<file path="config.mk">
export PLATFORM = sky130hd
export DESIGN_NAME = dram_miss_queue
export DESIGN_NICKNAME = d
export VERILOG_FILES = /design/src/rtl/dram_miss_queue.sv
export SDC_FILE = /design/constraint.sdc
export NUM_CORES = 1
export LEC_CHECK = 0
export CAP_MARGIN = 0
export CORE_MARGIN = 3
export CORE_UTILIZATION = 40
export CTS_CLUSTER_SIZE = 24
export DETAILED_ROUTE_END_ITERATION = 8
export PLACE_DENSITY = 0.69
export SLEW_MARGIN = 20
export SYNTH_ARGS = -nofsm -noshare
export SYNTH_HDL_FRONTEND = slang
export SYNTH_SLANG_ARGS = --single-unit
</file>
<file path="constraint.sdc">
create_clock -name main_clk -period 2.26 [get_ports main_clk]
set_input_delay 0.565 -clock main_clk [delete_from_list [all_inputs] [get_ports main_clk]]
set_output_delay 0.565 -clock main_clk [all_outputs]
set_load 0.03 [all_outputs]
</file>
<file path="src/rtl/dram_miss_queue.sv">
// dram_miss_queue: buffers cache miss requests and issues them one at a time
// to the SDRAM line controller, returning each fill line via a response register.
module dram_miss_queue #(
    parameter int DEPTH   = 2,
    parameter int TIMEOUT = 1023
) (
    input  logic         main_clk,
    input  logic         main_rst_n,
    input  logic         miss_valid,
    output logic         miss_ready,
    input  logic [21:0]  miss_addr_read,
    input  logic [10:0]  miss_addr_write_upper,
    input  logic         miss_dirty,
    input  logic [127:0] miss_lane,
    output logic         resp_valid,
    input  logic         resp_ready,
    output logic [21:0]  resp_addr,
    output logic [127:0] resp_lane,
    output logic [10:0]  addr_req_read_dram_side_dram,
    output logic [10:0]  addr_req_write_dram_side_dram,
    output logic [10:0]  addr_req_common_side_dram,
    output logic [127:0] lane_from_cache_to_dram_side_dram,
    output logic         dram_controller_entry_dirty_side_dram,
    output logic         dram_controller_req_read_pulse_side_dram,
    input  logic         dram_controller_ack_read_pulse_side_dram,
    input  logic [127:0] lane_from_dram_to_cache_side_dram,
    output logic         busy,
    output logic         err_timeout
);
    localparam int AW = $clog2(DEPTH);
    localparam logic [AW:0] FULL = (AW+1)'(DEPTH);
    localparam logic [15:0] TMO = 16'(TIMEOUT);

    typedef struct packed {
        logic [21:0]  addr_read;
        logic [10:0]  write_upper;
        logic         dirty;
        logic [127:0] lane;
    } entry_t;

    typedef enum logic {IDLE, WAIT} state_t;

    entry_t        mem_q [DEPTH];
    entry_t        mem_d [DEPTH];
    logic [AW-1:0] wr_ptr_q, wr_ptr_d;
    logic [AW-1:0] rd_ptr_q, rd_ptr_d;
    logic [AW:0]   count_q, count_d;
    state_t        state_q, state_d;
    logic [10:0]   rd_addr_q, rd_addr_d;
    logic [10:0]   wr_addr_q, wr_addr_d;
    logic [10:0]   common_q, common_d;
    logic [127:0]  wlane_q, wlane_d;
    logic          dirty_q, dirty_d;
    logic          pulse_q, pulse_d;
    logic          resp_valid_q, resp_valid_d;
    logic [21:0]   resp_addr_q, resp_addr_d;
    logic [127:0]  resp_lane_q, resp_lane_d;
    logic          err_q, err_d;
    logic [15:0]   wd_q, wd_d;
    logic          push, pop;
    entry_t        head;

    assign miss_ready = (count_q != FULL);
    assign busy       = (count_q != '0) || (state_q == WAIT);

    assign resp_valid  = resp_valid_q;
    assign resp_addr   = resp_addr_q;
    assign resp_lane   = resp_lane_q;
    assign err_timeout = err_q;

    assign addr_req_read_dram_side_dram             = rd_addr_q;
    assign addr_req_write_dram_side_dram            = wr_addr_q;
    assign addr_req_common_side_dram                = common_q;
    assign lane_from_cache_to_dram_side_dram        = wlane_q;
    assign dram_controller_entry_dirty_side_dram    = dirty_q;
    assign dram_controller_req_read_pulse_side_dram = pulse_q;

    always_comb begin
        push = miss_valid && miss_ready;
        pop  = (state_q == IDLE) && (count_q != '0) && !resp_valid_q;
        head = mem_q[rd_ptr_q];

        mem_d = mem_q;
        if (push) begin
            mem_d[wr_ptr_q] = '{addr_read:   miss_addr_read,
                                write_upper: miss_addr_write_upper,
                                dirty:       miss_dirty,
                                lane:        miss_lane};
        end
        wr_ptr_d = wr_ptr_q + AW'(push);
        rd_ptr_d = rd_ptr_q + AW'(pop);
        count_d  = count_q + (AW+1)'(push) - (AW+1)'(pop);
    end

    always_comb begin
        state_d      = state_q;
        rd_addr_d    = rd_addr_q;
        wr_addr_d    = wr_addr_q;
        common_d     = common_q;
        wlane_d      = wlane_q;
        dirty_d      = dirty_q;
        pulse_d      = 1'b0;
        wd_d         = wd_q;
        err_d        = err_q;
        resp_valid_d = resp_valid_q;
        resp_addr_d  = resp_addr_q;
        resp_lane_d  = resp_lane_q;

        if (resp_valid_q && resp_ready) begin
            resp_valid_d = 1'b0;
        end

        case (state_q)
            IDLE: begin
                if (pop) begin
                    rd_addr_d = head.addr_read[21:11];
                    wr_addr_d = head.write_upper;
                    common_d  = head.addr_read[10:0];
                    wlane_d   = head.lane;
                    dirty_d   = head.dirty;
                    pulse_d   = 1'b1;
                    wd_d      = '0;
                    state_d   = WAIT;
                end
            end
            WAIT: begin
                if (dram_controller_ack_read_pulse_side_dram) begin
                    resp_lane_d  = lane_from_dram_to_cache_side_dram;
                    resp_addr_d  = {rd_addr_q, common_q};
                    resp_valid_d = 1'b1;
                    state_d      = IDLE;
                end else begin
                    // Saturate so a hung controller cannot wrap the watchdog.
                    if (wd_q != 16'hFFFF) begin
                        wd_d = wd_q + 16'd1;
                    end
                    if (wd_d >= TMO) begin
                        err_d = 1'b1;
                    end
                end
            end
            default: state_d = IDLE;
        endcase
    end

    always_ff @(posedge main_clk or negedge main_rst_n) begin
        if (!main_rst_n) begin
            for (int i = 0; i < DEPTH; i++) begin
                mem_q[i] <= '0;
            end
            wr_ptr_q     <= '0;
            rd_ptr_q     <= '0;
            count_q      <= '0;
            state_q      <= IDLE;
            rd_addr_q    <= '0;
            wr_addr_q    <= '0;
            common_q     <= '0;
            wlane_q      <= '0;
            dirty_q      <= 1'b0;
            pulse_q      <= 1'b0;
            resp_valid_q <= 1'b0;
            resp_addr_q  <= '0;
            resp_lane_q  <= '0;
            err_q        <= 1'b0;
            wd_q         <= '0;
        end else begin
            mem_q        <= mem_d;
            wr_ptr_q     <= wr_ptr_d;
            rd_ptr_q     <= rd_ptr_d;
            count_q      <= count_d;
            state_q      <= state_d;
            rd_addr_q    <= rd_addr_d;
            wr_addr_q    <= wr_addr_d;
            common_q     <= common_d;
            wlane_q      <= wlane_d;
            dirty_q      <= dirty_d;
            pulse_q      <= pulse_d;
            resp_valid_q <= resp_valid_d;
            resp_addr_q  <= resp_addr_d;
            resp_lane_q  <= resp_lane_d;
            err_q        <= err_d;
            wd_q         <= wd_d;
        end
    end

endmodule

</file>
==> metrics.md, run 1 <==
| Metric | Value |
|---|---|
| Proportion of layout cells with a drive suffix above 1 | 27.3% |
| # DRC | 0 |
| TNS Setup | 0 ns |
| Syn_area_per_cell | 14.1 um^2 |
| Total number of yosys warnings | 0 |
| Clk_lat worst skew | 0.60 ns |
| Site Rows | 93 |
| Reg area | 0.0165 mm^2 |
| Antenna violations before repair | 20 |
| Internal power | 37.2 mW |
| Max-Cap Viols | 0 |
| Hold Path Class | in -> async |
| Post-synthesis net count | 2,161 |
| Commonest cells post-synth | 660 x dfrtp_1, 474 x mux2_2, 172 x nor2_1 |
| CTS Buf Count | 72 |
| DIE HEIGHT | 262 um |
| Core ar. | 0.0647 mm^2 |
| Main synth FF type | dfrtp_1 |
| Die area | 0.0687 mm^2 |
| Initial DRC Count | 814 |
| Fin crit period | 2.22 ns |
| Reg2Reg Capture Point | err_timeout |
| Clk buf depth | 3 |
| Drt pass-1 iters | 5 |
| GR Overflow Total | 0 |
| Reg2reg start | wd_q[1] |
| Final core occ | 56.7% |
| Yosys top cell by area | dfrtp_1 |
| Status | complete, no violations |
| Crit. End Element | primary output |
| Cells after Synth | 1,861 |
| CP arrival | 1.65 ns |
| FF-to-FF path depth | 6 |
| Die X | 262 um |
| Sw Share | 37.8% |
| Multi-input gate area | 0.00923 mm^2 |
| Final Hold Violating Endpoints | 0 |
| Relative slew slack | 64.9% |
| Initial core utilization | 40.6% |
| Root Buffer | clkbuf_16 |
| Final wirelength | 71,800 um |
| Area of placed instances | 0.0342 mm^2 |
| VDD IR max | 0.00105 V |
| Largest delay contributor family on the critical path | buffers and inverters |
| Internal reg-to-reg setup slack | 0.20 ns |
| Most common cell in the netlist | dfrtp_1 |
| Leak | 16.0 nW |
| Cell Chain, Critical Path | clkdlybuf4s50_1 |
| Netlist cell types | 50 |
| Post-synthesis sequential element count | 660 |
| Worst-path clk slew | 0.06 ns |
| Synth top area share | 62.9% |
| Clock skew | 0.0190 ns |
| CTS tree | done |
| Number of global-route vias before repair | 18,400 |
| I/O pins | 612 |
| Area grow syn2layout | 39.7% |
| Worst Path Buf+Inv | 1 |
| Overall power | 59.8 mW |
| Ys async rst share | 100% |
| Fmax | 451 MHz |
| # nets final | 2,829 |
| Wire length per cell | 20.8 um |
| Slowest stage delay, CP | 0.69 ns |
| Part of the power in registers | 35.6% |
| Pin count of the biggest net entering global routing | 82 |
| CP Max Fanout | 2 |
| Critical path startpoint category | register |
| Register area share after synthesis | 62.9% |
| DP Cell Count | 3,308 |
| Slew @ Worst Pin | 0.526 ns |
| Worst endpoint required time | 1.69 ns |
| Fin cells | 3,451 |
| Number of port buffers | 611 |
| Design area | 0.0367 mm^2 |
| Detail Placement HPWL | 51,800 um |
| Top cells by area, synth | dfrtp_1 63%, mux2_2 20%, mux2i_1 6.4% |
| Setup violators final | 0 |
| CP max stage cell | clkdlybuf4s50_1 |
| CP Class | reg -> out |
| Vias post-DR | 17,300 |
| Placer Congestion | 0.801 |
| Logic pwr share | 44.4% |
| H-tree depth | 3 |
| Number of synthesized flops with an enable pin | 0 |
| NetSw | 22.6 mW |
| Clock power share | 20.0% |
| Post-Syn Area | 0.0262 mm^2 |
| Crit share post-route | 98.0% |
| Clk sink count | 660 |
| Layout fillers | 5,302 |
| Final antenna-violating net count | 0 |
| Slew Limit Fails | 0 |
| Total Routing Usage GR | 20.2% |
| Vias per cell | 5.00 |
| Pwr per Cell Area | 1630 mW/mm^2 |
| Global-route wire length before repair | 108,000 um |
[stage by stage]
stage | setup slack, ns | hold slack, ns
after floorplan | -0.107 | 0.269
after global placement | -0.182 | 0.455
after CTS | 0.000496 | 0.405
after detailed placement | -0.224 | 0.461
after global routing | -0.0297 | 0.444
final | 0.0447 | 0.437
[power groups by stage]
stage | combinational [mW] | sequential [mW] | clock [mW]
2_1_floorplan | 11.4 | 26.1 | 0
3_3_place_gp | 27.0 | 21.2 | 0
3_5_place_dp | 27.6 | 21.5 | 0
4_1_cts | 27.0 | 21.4 | 12.3
5_1_grt | 28.3 | 22.0 | 12.8
6_report | 26.5 | 21.3 | 12.0
[layout make-up]
type,instances,area share [%]
multi-input cells,1080,25.2
well taps,855,2.92
repair buffers,707,20.0
clock inverters,29,1.08
flip-flops and latches,660,45.1
clock buffers,99,5.55
diodes,13,0.0887
inverters,8,0.0819
[how the worst max path moves through the flow]
| stage | cells past startpoint | slack, ns | end | startpoint |
|---|---|---|---|---|
| after detailed placement | 6 | -0.22 | mem_q[122] | miss_valid |
| after CTS | 1 | 0.0005 | resp_lane[55] | resp_lane[55] |
| after global routing | 1 | -0.03 | resp_lane[34] | resp_lane[34] |
| after global placement | 6 | -0.18 | mem_q[290] | miss_valid |
| final | 1 | 0.04 | lane_from_cache_to_dram_side_dram[72] | lane_from_cache_to_dram_side_dram[72] |
| after floorplan | 7 | -0.11 | mem_q[108] | count_q[0] |
[cells in the final DEF, fill, tap and decap left out, types with 5 or more instances in the layout]
| master | n |
|---|---|
| dfrtp_1 | 658 |
| mux2_2 | 474 |
| clkdlybuf4s50_1 | 435 |
| nor2_1 | 172 |
| mux2i_1 | 168 |
| a21oi_1 | 166 |
| dlygate4sd2_1 | 132 |
| clkbuf_16 | 72 |
| buf_4 | 51 |
| buf_12 | 45 |
| dlymetal6s2s_1 | 42 |
| clkbuf_1 | 14 |
| diode_2 | 13 |
| clkbuf_8 | 13 |
| o21ai_0 | 11 |
| nand2_1 | 11 |
| clkinv_2 | 11 |
| nand3_1 | 9 |
| inv_1 | 8 |
| bufinv_16 | 7 |
| nand4_1 | 5 |
| a31oi_1 | 5 |
[repair_timing]
action	4_1_cts	5_1_grt
setup endpoints to repair	133	42
hold endpoints to repair	22	0
resized for setup	133	42
hold buffers	1	0
pin swaps	0	0
buffers inserted	1	0
[routing by layer]
metal	vias to the layer above	track usage, %	share of wire (%)
met2	399	35.3	52
met1	8793	24.6	40
met3	108	5.05	6.0
li1	7933	-	-
met4	18	6.62	2.1
met5	-	0	0.17
[sequential cells by signal, summed over array words and instances (netlist names), 2 cells and up]
name	cells
mem_q	324
lane_from_cache_to_dram_side_dram	128
resp_lane	128
resp_addr	22
wd_q	16
addr_req_common_side_dram	11
addr_req_read_dram_side_dram	11
addr_req_write_dram_side_dram	11
count_q	2
[cell families (layout without fill, tap and decap cells)]
logic type | count (synthesis) | in the layout | synth area share [%]
buffers and inverters | 121 | 843 | 2.03
other | 0 | 13 | 0
AOI/OAI and AO/OA | 200 | 200 | 4.09
xor gates and xnor gates | 7 | 7 | 0.234
and+or+nand+nor | 226 | 226 | 3.73
DFF | 660 | 660 | 62.9
muxes | 642 | 642 | 26.7
adders and majority gates | 5 | 5 | 0.238
No activity file was read; power rests on OpenSTA's default activity.
==> run 2: changes to the inputs <==
GPL_ROUTABILITY_DRIVEN = 0   (was unset)
==> results of run 2 <==
Final layout, timing and power as in run 1 (identical DEF).
==> run 3: changes to the inputs <==
CAP_MARGIN = unset   (was 0)
CTS_BUF_LIST = sky130_fd_sc_hd__clkbuf_4   (was unset)
==> run 3 against run 2 <==
Effect of this change:
- largest cell class unchanged
- clock-buffer cell count rose by 130
- sequential share of layout area grew 1.4 points
- die area did not move
- clock skew is 0.041 ns higher
- the run now ends with negative setup slack left
- via count grew 4.3%
==> metrics.md, run 3 (same netlist as run 1, synthesis figures left out) <==
| Metric | Value |
|---|---|
| CTS Buf Count | 174 (was 72) |
| Status | complete, but fails checks (was complete, no violations) |
| Die X | 262 um (unchanged) |
| Commonest non-fill, non-tap cells in the layout | 657 x dfrtp_1, 474 x mux2_2, 293 x clkdlybuf4s50_1, 229 x clkbuf_4, 206 x buf_2 (was 658 x dfrtp_1, 474 x mux2_2, 435 x clkdlybuf4s50_1, 172 x nor2_1, 168 x mux2i_1) |
| # DRC | 0 (unchanged) |
| Drt pass-1 iters | 5 (unchanged) |
| Internal reg-to-reg setup slack | 0.20 ns (about the same) |
| Area of placed instances | 0.0342 mm^2 (unchanged) |
| Relative slew slack | 64.3% (was 64.9%) |
| Design area | 0.0355 mm^2 (was 0.0367 mm^2) |
| Largest reg by FF count | mem_q (unchanged) |
| Pwr per Cell Area | 1610 mW/mm^2 (was 1630 mW/mm^2) |
| Clk_lat worst skew | 0.94 ns (was 0.60 ns) |
| CP arrival | 1.86 ns (was 1.65 ns) |
| Place WS | -0.224 ns (unchanged) |
| Fin crit period | 2.42 ns (was 2.22 ns) |
| RSZ-0062 raised after global routing | true |
| Clk buf depth | 3 (unchanged) |
| Setup violators final | 1 (was 0) |
| CP Max Fanout | 2 (unchanged) |
| Vias per cell | 4.95 (was 5.00) |
| Fmax | 413 MHz (was 451 MHz) |
| Worst setup endpoint | busy (was lane_from_cache_to_dram_side_dram[72]) |
| # nets final | 2,961 (was 2,829) |
| Critical path startpoint category | register (unchanged) |
| Worst Setup SP | count_q[1] (was lane_from_cache_to_dram_side_dram[72]) |
| Proportion of layout cells with a drive suffix above 1 | 43.3% (was 27.3%) |
| Antenna violations before repair | 16 (was 20) |
| Min-delay src | resp_ready |
| Reg2reg start | wd_q[1] (unchanged) |
| Crit share post-route | 107% (was 98.0%) |
| Wire length per cell | 20.0 um (was 20.8 um) |
| CP Class | reg -> out (unchanged) |
| Reg2Reg Capture Point | err_timeout (unchanged) |
| Root Buffer | clkbuf_4 (was clkbuf_16) |
| FF-to-FF path depth | 6 (unchanged) |
| Total Routing Usage GR | 20.7% (was 20.2%) |
| Slew Limit Fails | 0 (unchanged) |
| Crit. End Element | primary output (unchanged) |
| Site Rows | 93 (unchanged) |
| Clock skew | 0.0598 ns (was 0.0190 ns) |
| CTS tree | done (unchanged) |
| Vias post-DR | 18,000 (was 17,300) |
| DP Cell Count | 3,308 (unchanged) |
| Hold Path Class | in -> reg (was in -> async) |
| Die area | 0.0687 mm^2 (unchanged) |
| DIE HEIGHT | 262 um (unchanged) |
| Failing checks | negative setup slack |
| Initial core utilization | 40.6% (unchanged) |
| Core ar. | 0.0647 mm^2 (unchanged) |
| I/O pins | 612 (unchanged) |
| H-tree depth | 4 (was 3) |
| Worst endpoint required time | 1.69 ns (about the same) |
| Number of global-route vias before repair | 19,400 (was 18,400) |
| Global-route wire length before repair | 110,000 um (was 108,000 um) |
| Final wirelength | 72,700 um (was 71,800 um) |
| Final Hold Violating Endpoints | 0 (unchanged) |
| Final core occ | 54.9% (was 56.7%) |
| Worst-path clk slew | 0.06 ns (about the same) |
| Initial DRC Count | 791 (was 814) |
| Worst Hold Slack | 0.214 ns (was 0.437 ns) |
| Detail Placement HPWL | 51,800 um (unchanged) |
| Final antenna-violating net count | 0 (unchanged) |
| Commonest non-fill, non-tap cell in the layout | dfrtp_1 (unchanged) |
| Slew @ Worst Pin | 0.536 ns (was 0.526 ns) |
| Leak | 15.9 nW (was 16.0 nW) |
| GR Overflow Total | 0 (unchanged) |
| Max-Cap Viols | 0 (unchanged) |
| Max reg flops | 324 (unchanged) |
| Pin count of the biggest net entering global routing | 82 (unchanged) |
| Number of port buffers | 611 (unchanged) |
| Clk sink count | 660 (unchanged) |
| Fin cells | 3,633 (was 3,451) |
| VDD IR max | 0.000918 V (was 0.00105 V) |
| Area grow syn2layout | 35.4% (was 39.7%) |
| Post-route setup slack | -0.162 ns (was 0.0447 ns) |
-- run 3: cell types whose count changed in the layout (fill, tap and decap cells not counted), sizes merged, moves of 5 or more --
cell | previous run | this run
buf | 97 | 443
bufinv | 7 | 2
clkbuf | 99 | 229
clkdlybuf4s50 | 435 | 293
clkinv | 16 | 40
dlygate4sd2 | 132 | 0
dlymetal6s2s | 42 | 0
inv | 13 | 18
-- run 3: worst min path at each step --
stage / depth (start not counted) / end
after floorplan: 0 / addr_req_common_side_dram[0]
after global placement: 1 / mem_q[243]
after detailed placement: 1 / lane_from_cache_to_dram_side_dram[74]
after CTS: 2 / resp_valid
after global routing: 2 / resp_valid
final: 2 / resp_valid
-- run 3: repair_timing --
action                                  in CTS  in global routing
hold buffers                                 2                  0
endpoints found under the hold margin      596                  0
endpoints found under the setup margin     317                 10
buffers inserted                            28                  3
resized for setup                         1769                  0
pin swaps                                    1                  0
-- run 3: cell type report --
class | count | area, um^2
diodes | 10 | 25.0
clock buffers | 229 | 1720
clock inverters | 54 | 318
fillers | 5477 | 29100
inverters | 8 | 30.0
multi-input cells | 1080 | 9250
flip-flops and latches | 660 | 16500
well taps | 855 | 1070
repair buffers | 737 | 6620
-- run 3: power breakdown --
group          total [mW]  leakage (nW)  switching [mW]  internal [mW]
Sequential           21.3          7.68            3.48           17.9
Clock                9.79          1.23            4.83           4.96
Combinational        26.1          6.99            14.5           11.6
-- run 3: critical path: stages, from the launching register on --
cell,delay [ns]
dfrtp_1,0.37
or3_4,0.39
buf_8,0.15
-- run 3: layer usage --
metal	GRT usage [%]	up-vias	part of all wire, %
li1	-	8267	-
met1	24.3	9110	39
met2	35.8	486	52
met3	6.22	108	6.6
met4	7.69	14	1.8
met5	0	-	0.12
-- run 3: metrics by stage --
stage	power [mW]	TNS, ns
detailed placement	49.2	-58.99
floorplan	37.6	-12.88
global route	60.8	-0.700
CTS	58.0	-1.01
finish	57.3	-0.162
global placement	48.2	-50.14
